==> config.mk <==
export PLATFORM = sky130hd
export DESIGN_NAME = sseg_scan_driver
export DESIGN_NICKNAME = d
export VERILOG_FILES = /design/src/rtl/sseg_pkg.sv /design/src/rtl/sseg_hex_decoder.sv /design/src/rtl/sseg_scan_driver.sv
export SDC_FILE = /design/constraint.sdc
export NUM_CORES = 1
export LEC_CHECK = 0
export ABC_AREA = 1
export ABC_CLOCK_PERIOD_IN_PS = 2050
export CAP_MARGIN = 0
export CORE_MARGIN = 4
export CORE_UTILIZATION = 55
export CTS_CLUSTER_SIZE = 14
export DETAILED_ROUTE_END_ITERATION = 12
export GPL_ROUTABILITY_DRIVEN = 0
export PLACE_DENSITY_LB_ADDON = 0.15
export SLEW_MARGIN = 20
export SYNTH_ARGS = -nofsm -noshare
export SYNTH_HDL_FRONTEND = slang
export SYNTH_SLANG_ARGS = --single-unit
==> constraint.sdc <==
create_clock -name clk -period 2.05 [get_ports clk]
set_input_delay 0.3075 -clock clk [delete_from_list [all_inputs] [get_ports clk]]
set_output_delay 0.3075 -clock clk [all_outputs]
set_load 0.02 [all_outputs]
==> src/rtl/sseg_pkg.sv <==
// Shared constants for the multiplexed 7-segment display driver.
// Segment order is {a,b,c,d,e,f,g}, active-low throughout.
package sseg_pkg;

  localparam int MAX_DIGITS = 32;

  localparam logic [6:0] SEG_BLANK = 7'b1111111;

  localparam logic [MAX_DIGITS-1:0] ANODE_OFF = '1;

  // Indexed by nibble value; entry 15 (F) is listed first.
  localparam logic [15:0][6:0] SEG_TABLE = {
    7'b0111000, 7'b0110000, 7'b1000010, 7'b0110001,
    7'b1100000, 7'b0001000, 7'b0000100, 7'b0000000,
    7'b0001111, 7'b0100000, 7'b0100100, 7'b1001100,
    7'b0000110, 7'b0010010, 7'b1001111, 7'b0000001
  };

  function automatic logic [MAX_DIGITS-1:0] anode_on(
    input int unsigned i
  );
    logic [MAX_DIGITS-1:0] one;
    one = MAX_DIGITS'(1);
    return ANODE_OFF & ~(one << i);
  endfunction

endpackage

==> src/rtl/sseg_hex_decoder.sv <==
// Combinational hex nibble to active-low segment pattern.
// Pure table lookup so the scan path stays one mux deep.
module sseg_hex_decoder
  import sseg_pkg::*;
(
  input  logic [3:0] nibble,
  output logic [6:0] seg
);

  assign seg = SEG_TABLE[nibble];

endmodule

==> src/rtl/sseg_scan_driver.sv <==
// Time-multiplexed common-anode 7-segment driver with
// frame-aligned double buffering and leading-zero blanking.
module sseg_scan_driver
  import sseg_pkg::*;
#(
  parameter int N_DIGITS    = 4,
  parameter int REFRESH_DIV = 50000
) (
  input  logic                  clk,
  input  logic                  rst,
  input  logic [4*N_DIGITS-1:0] value,
  input  logic [N_DIGITS-1:0]   dp_in,
  input  logic                  load,
  input  logic                  blank_lz,
  input  logic                  enable,
  output logic [6:0]            sseg,
  output logic                  dp,
  output logic [N_DIGITS-1:0]   an,
  output logic                  frame_done
);

  localparam int CW = $clog2(REFRESH_DIV);
  localparam int IW = $clog2(N_DIGITS);

  localparam logic [CW-1:0] CNT_LAST = CW'(REFRESH_DIV - 1);
  localparam logic [IW-1:0] IDX_LAST = IW'(N_DIGITS - 1);

  localparam logic [N_DIGITS-1:0] AN_DARK =
    ANODE_OFF[N_DIGITS-1:0];

  logic [CW-1:0] cnt;
  logic [IW-1:0] idx;

  logic [N_DIGITS-1:0][3:0] shown_val;
  logic [N_DIGITS-1:0][3:0] pend_val;
  logic [N_DIGITS-1:0]      shown_dp;
  logic [N_DIGITS-1:0]      pend_dp;
  logic                     pend_valid;

  logic                  tick;
  logic                  wrap;
  logic [3:0]            nib;
  logic [6:0]            dec_seg;
  logic [N_DIGITS-1:0]   lz;
  logic                  blank;
  logic [MAX_DIGITS-1:0] an_sel;

  assign tick   = enable && (cnt == CNT_LAST);
  assign wrap   = tick && (idx == IDX_LAST);
  assign nib    = shown_val[idx];
  assign an_sel = anode_on(32'(idx));

  // lz[i]: every shown nibble from the top digit down to i is zero
  always_comb begin
    lz = '0;
    lz[N_DIGITS-1] = (shown_val[N_DIGITS-1] == 4'h0);
    for (int i = N_DIGITS - 2; i >= 0; i--) begin
      lz[i] = lz[i+1] && (shown_val[i] == 4'h0);
    end
  end

  assign blank = blank_lz && (idx != '0) && lz[idx];

  sseg_hex_decoder u_dec (
    .nibble (nib),
    .seg    (dec_seg)
  );

  always_ff @(posedge clk) begin
    if (rst) begin
      cnt        <= '0;
      idx        <= '0;
      shown_val  <= '0;
      pend_val   <= '0;
      shown_dp   <= '0;
      pend_dp    <= '0;
      pend_valid <= 1'b0;
      an         <= AN_DARK;
      sseg       <= SEG_BLANK;
      dp         <= 1'b1;
      frame_done <= 1'b0;
    end else begin
      if (enable) begin
        cnt <= tick ? '0 : cnt + CW'(1);
        if (tick) begin
          idx <= (idx == IDX_LAST) ? '0 : idx + IW'(1);
        end
      end

      frame_done <= wrap;

      if (wrap && pend_valid) begin
        shown_val  <= pend_val;
        shown_dp   <= pend_dp;
        pend_valid <= 1'b0;
      end

      // A load on the wrap cycle lands after the commit above.
      if (load) begin
        pend_val   <= value;
        pend_dp    <= dp_in;
        pend_valid <= 1'b1;
      end

      if (enable) begin
        an   <= an_sel[N_DIGITS-1:0];
        sseg <= blank ? SEG_BLANK : dec_seg;
        dp   <= ~shown_dp[idx];
      end else begin
        an   <= AN_DARK;
        sseg <= SEG_BLANK;
        dp   <= 1'b1;
      end
    end
  end

endmodule

### Word level (Yosys, flattened, before mapping)

Memories as Yosys holds them, arrays and structs flattened. A register that Yosys moved wholly into a read port is not among the register bits.
Cells that the tools add are included.

* $lt $le $gt $ge: 1
* bitwise operators: 3
* $add $sub $neg: 2
* reductions and logical operators: 17
* multiplexer cells: 10
* equality and inequality tests: 2
* shift operators: 1

Operators by type and width (number)
* 16-bit by 1-bit adder with 16-bit output, second input constant: 1
* 16-bit equality test, second input constant: 1
* 4-bit zero test: 4
* 16-bit two-way mux: 1
* 4-bit binary-select mux with 2-bit select: 1
* 1-bit logical AND: 8
* 1-bit binary-select mux with 2-bit select: 2
* 1-bit two-way mux: 4
* 4-bit two-way mux: 1
* 4-bit NOT: 1
* 2-bit nonzero test: 2
* 1-bit by 2-bit left shift with 4-bit output, first input constant: 1
* 2-bit by 3-bit < comparator with 1-bit output, second input constant: 1
* 3-bit OR reduction: 1
* 2-bit by 1-bit adder with 2-bit output, second input constant: 1
* 2-bit equality test, second input constant: 1
* 2-bit two-way mux: 1
* 1-bit NOT: 2
* 2-bit AND reduction: 1
* 2-bit OR reduction: 1

* flip-flop bits (word level): 65
* output and inout port bits: 13
* logic and storage cells: 53
* memories: 1
* input port bits: 25
* memory bits (read-only): 112

Memory list
* (name not given): words 16, width 7, rd ports 1, clocked after Yosys merged registers in 1, wr ports 0, RTL line sseg_hex_decoder.sv:10 `assign seg = SEG_TABLE[nibble];`

### Depth between registers and ports, before layout

* word-level depth: 8
* gate-level depth with buffers: 13
* depth with buffers taken out: 12

### Modules after synthesis

From an unflattened synthesis, not the netlist that was laid out.

* cell total of the unflattened synthesis: 482
* area, all modules: 3360.7 um2

By module, submodules not included
* sseg_scan_driver: area an instance 3086.7 um2, sequential area each 1441.4 um2, cells an instance 433, times used 1
* sseg_hex_decoder: area an instance 274.0 um2, sequential area each 0.0 um2, cells an instance 49, times used 1

### Least setup slack after synthesis

Ideal clock, no wire load.

* path type: register to register
* start point: register idx[0]
* end point: register sseg[3]
* data required time: 1.988 ns
* setup time: 0.062 ns
* path buffers: 2
* slack: 0.451 ns
* cell stages (with the launch flop): 12
* arrival time: 1.538 ns
* period minus slack after synthesis: 1.599 ns
* cell sequence: dfxtp_1 > buf_2 > buf_6 > nand2_1 > nand2_1 > nand2_1 > nand2_1 > inv_1 > ha_1 > o21ai_0 > nand2_1 > nand3_1

* word-level cells in the longest chain between the ends: 4
* elaborated cells on any way between the ends: 8
* classes of those cells: mux: 4; reduce/logical: 4

RTL lines
* start, declared: RTL line sseg_scan_driver.sv:32 `logic [IW-1:0] idx;`
* start signal, assigned: RTL line sseg_scan_driver.sv:86 `idx <= (idx == IDX_LAST) ? '0 : idx + IW'(1);`
* 1-bit binary-select mux with 2-bit select or 2-bit nonzero test (tied branches): RTL line sseg_scan_driver.sv:62 `assign blank = blank_lz && (idx != '0) && lz[idx];`
* 1-bit two-way mux (not written as such) or 1-bit logical AND (tied branches): RTL line sseg_scan_driver.sv:62
* 1-bit logical AND: RTL line sseg_scan_driver.sv:62
* 3-bit OR reduction (no line)
* end, declared: RTL line sseg_scan_driver.sv:16 `output logic [6:0] sseg,`

Several ways; a longest one is shown, not always the timed one. The select of a mux whose other input is x is not followed.
A chain may end at the register's enable or synchronous reset.

### Final worst setup path

Same ends and word-level chain as after synthesis.

==> impl_metrics.py <==
metrics = {
    "floorplan": {
        "die_width_microns": 85.7,
        "pin_count": 38,
        "fp.dieH_microns": 85.7,
        "coreArea_sq_mm": 0.00589,
        "rows": 28,
        "dieArea_sq_mm": 0.00735,
        "start_util_pct": 56.5,
    },
    "timing": {
        "setup_viol": 0,
        "max_freq_mhz": 555,
        "fin_worst_skew_ns": 0.00699,
        "slew_headroom_pct": 57.1,
        "min_period_ns": 1.80,
        "slew_violations": 0,
        "hold_viol_final": 0,
        "setup_tns_ns": 0,
        "finalCritPeriodShare_pct": 87.9,
        "worst_pin_slew_ns": 0.642,
        "worst_slack_ns": 0.249,
        "rsz0062_at_grt": "no",
    },
    "routing": {
        "antenna_left": 0,
        "wl_met3_microns": 303,
        "drt-initial-drc-count": 108,
        "drt_pre_antenna_iters": 4,
        "wirelength_microns": 6590,
        "vias": 2971,
        "m1WireLength_microns": 3050,
        "dr.max_layer_used": "met4",
        "avgViaCountPerCell": 4.91,
        "route.met2.wl_microns": 3120,
        "routedWlPerCell_microns": 10.9,
        "post-route-drc-count": 0,
    },
    "min_path": {
        "hp-class": "flop to flop",
    },
    "synth": {
        "synthesis.area_sq_mm": 0.00332,
        "yosysWarnings": 0,
        "synth_largest_area_cell": "dfxtp_1",
        "synth_seq_cells": 72,
        "yosysTopAreaCellShare_pct": 43.4,
        "ys_seq_area_share_pct": 43.4,
        "synthCells": 486,
        "synth_nets": 522,
        "ys_types": 27,
        "synth.avg_cell_area_sq_um": 6.84,
        "synth_area_leaders": "dfxtp_1 43%, nand2_1 14%, nor2_1 13%, o21ai_0 5.3%, inv_1 4.9%",
    },
    "cts": {
        "cts_buffers": 9,
        "numClockSinks": 72,
        "cts_resized": 0,
        "insertion_delay_ns": 0.34,
        "clock_path_buffers": 2,
        "post_cts_buffers": 0,
        "cts.clk_slew.worst_paths_ns": 0.07,
        "htree_levels": 3,
        "clock-root-buffer": "clkbuf_8",
        "hold_buffers": 0,
        "cts_tree": "yes",
    },
    "worst_setup_path": {
        "cpPeakStageDelay_ns": 0.40,
        "critPathRequiredTime_ns": 2.26,
        "cp_cell_sequence": "buf_4 -> nand2_1 -> nand2_1 -> nand2_1 -> nand2_1 -> inv_1 -> ha_1 -> nand2_1 -> o21ai_0 -> nand2_1 -> nand3_1",
        "slowest_stage": "dfxtp_1",
        "path_max_fanout": 16,
        "worst-path-buf-inv": 2,
        "cp_common_cell": "nand2_1",
        "end_kind": "flop",
        "path_delay_family": "simple AND/OR/NAND/NOR gates",
        "startpoint_type": "flop",
        "arrival_ns": 2.01,
        "crit_type": "flop to flop",
    },
    "grt": {
        "grt_usage_pct": 19.2,
        "grt_pass1_vias": 2708,
        "antenna_found_initial": 0,
        "grt_pass1_wl_microns": 11400,
        "grt_start_max_net_pins": 42,
        "grt_overflow_total": 0,
    },
    "placed_design": {
        "place_ws_ns": 0.243,
        "port_buffers": 37,
        "hpwl_microns": 4530,
    },
    "power": {
        "powerDensity_mw_per_mm2": 750,
        "p_leak_nw": 1.82,
        "irDropWorstVdd_uv": 494,
    },
    "finish": {
        "area_growth_pct": 20.3,
        "drive_above_1_share_pct": 6.98,
        "n_antenna_cell": 0,
        "fin_nets": 561,
        "fillers": 552,
    },
    "outcome": {
        "status": "finished, final reports clean",
    },
    "flow_run": {
        "max-cap-violations": 0,
    },
}
## stage by stage
step / hold slack (ns) / instances / utilization [%] / area, sq um / total power, mW
final: 0.486 / 605 / 67.9 / 4000 / 3.00
after CTS: 0.490 / 605 / 67.9 / 4000 / 3.04
after global routing: 0.500 / 605 / 67.9 / 4000 / 3.12
after detailed placement: 0.466 / 589 / 63.6 / 3740 / 1.65
after floorplan: 0.377 / 486 / - / 3320 / 1.56
after global placement: 0.461 / 589 / 63.6 / 3740 / 1.65
## kinds of logic (layout without fill, tap and decap cells)
| logic type | Yosys count | in the layout | share of synthesized area [%] |
|---|---|---|---|
| AO/OA/AOI/OAI | 54 | 54 | 8.51 |
| XOR/XNOR | 1 | 1 | 0.264 |
| adder cells (fa/ha/maj) | 11 | 11 | 4.14 |
| buffers and inverters | 66 | 110 | 8.70 |
| flip-flops | 72 | 72 | 43.4 |
| AND/OR/NAND/NOR | 282 | 282 | 35.0 |
## tightest hold or removal path: stages (launching register included)
cell     delay [ns]
dfxtp_1        0.31
nor2_1         0.09
nor2_1         0.05
## state kept, by name, summed over array words and instances, names as in the netlist
signal      count
pend_valid      1
pend_dp         4
shown_val      16
pend_val       16
shown_dp        4
idx             2
an              4
frame_done      1
sseg            7
cnt            16
dp              1
## synthesized netlist by cell type
cell type,instances
nand2_1,123
nor2_1,112
dfxtp_1,72
inv_1,43
o21ai_0,35
nand3_1,23
a21oi_1,15
ha_1,11
nor3_1,9
buf_2,6
clkbuf_1,6
nand4_1,6
inv_2,5
buf_6,4
nand2_2,3
nor2_4,2
a21boi_0,1
a21boi_2,1
a31oi_1,1
buf_4,1
clkinv_1,1
nand3b_1,1
nand4_4,1
nor2_2,1
nor3b_1,1
o21a_1,1
xor2_1,1
## cell usage in the layout, fill, tap and decap left out, types with 5 or more instances in the layout
cell | netlist | layout
a21oi_1 | 15 | 15
buf_4 | 1 | 8
clkbuf_8 | 0 | 11
clkdlybuf4s50_1 | 0 | 37
dfxtp_1 | 72 | 72
ha_1 | 11 | 11
inv_1 | 43 | 43
inv_2 | 5 | 5
nand2_1 | 123 | 123
nand3_1 | 23 | 23
nand4_1 | 6 | 6
nor2_1 | 112 | 112
nor3_1 | 9 | 9
o21ai_0 | 35 | 35
## area by class of cell
class	count	area, sq um	area share (%)
timing repair buffer	45	430	10.8
multi-input combinational	348	1590	39.9
tap	75	93.8	2.35
sequential	72	1440	36.1
clock inverter	5	103	2.57
inverter	49	184	4.60
clock buffer	11	151	3.79
## worst paths after layout
| kind | slack [ns] | end | startpoint | cells after the start |
|---|---|---|---|---|
| hold reg to reg | 0.49 | shown_val[1]$_SDFFE_PP0P_ | pend_val[1]$_SDFFE_PP0P_ | 2 |
| setup reg to reg | 0.25 | sseg[3]$_SDFF_PP1_ | idx[0]$_SDFFE_PP0P_ | 11 |
| hold / removal | 0.49 | shown_val[1]$_SDFFE_PP0P_ | pend_val[1]$_SDFFE_PP0P_ | 2 |
| setup / recovery | 0.25 | sseg[3]$_SDFF_PP1_ | idx[0]$_SDFFE_PP0P_ | 11 |
## power breakdown
group	internal, mW	switching [mW]	total [mW]
logic	0.0825	0.0784	0.161
clock network	0.872	0.508	1.38
registers	1.44	0.0193	1.46
total	2.39	0.606	3.00
## routing by layer
metal	track usage [%]	vias to the layer above
met1	23.3	1315
met3	5.00	11
met4	8.92	0
met2	31.9	56
met5	0	-
li1	-	1589
No activity file was read; power rests on OpenSTA's default activity.
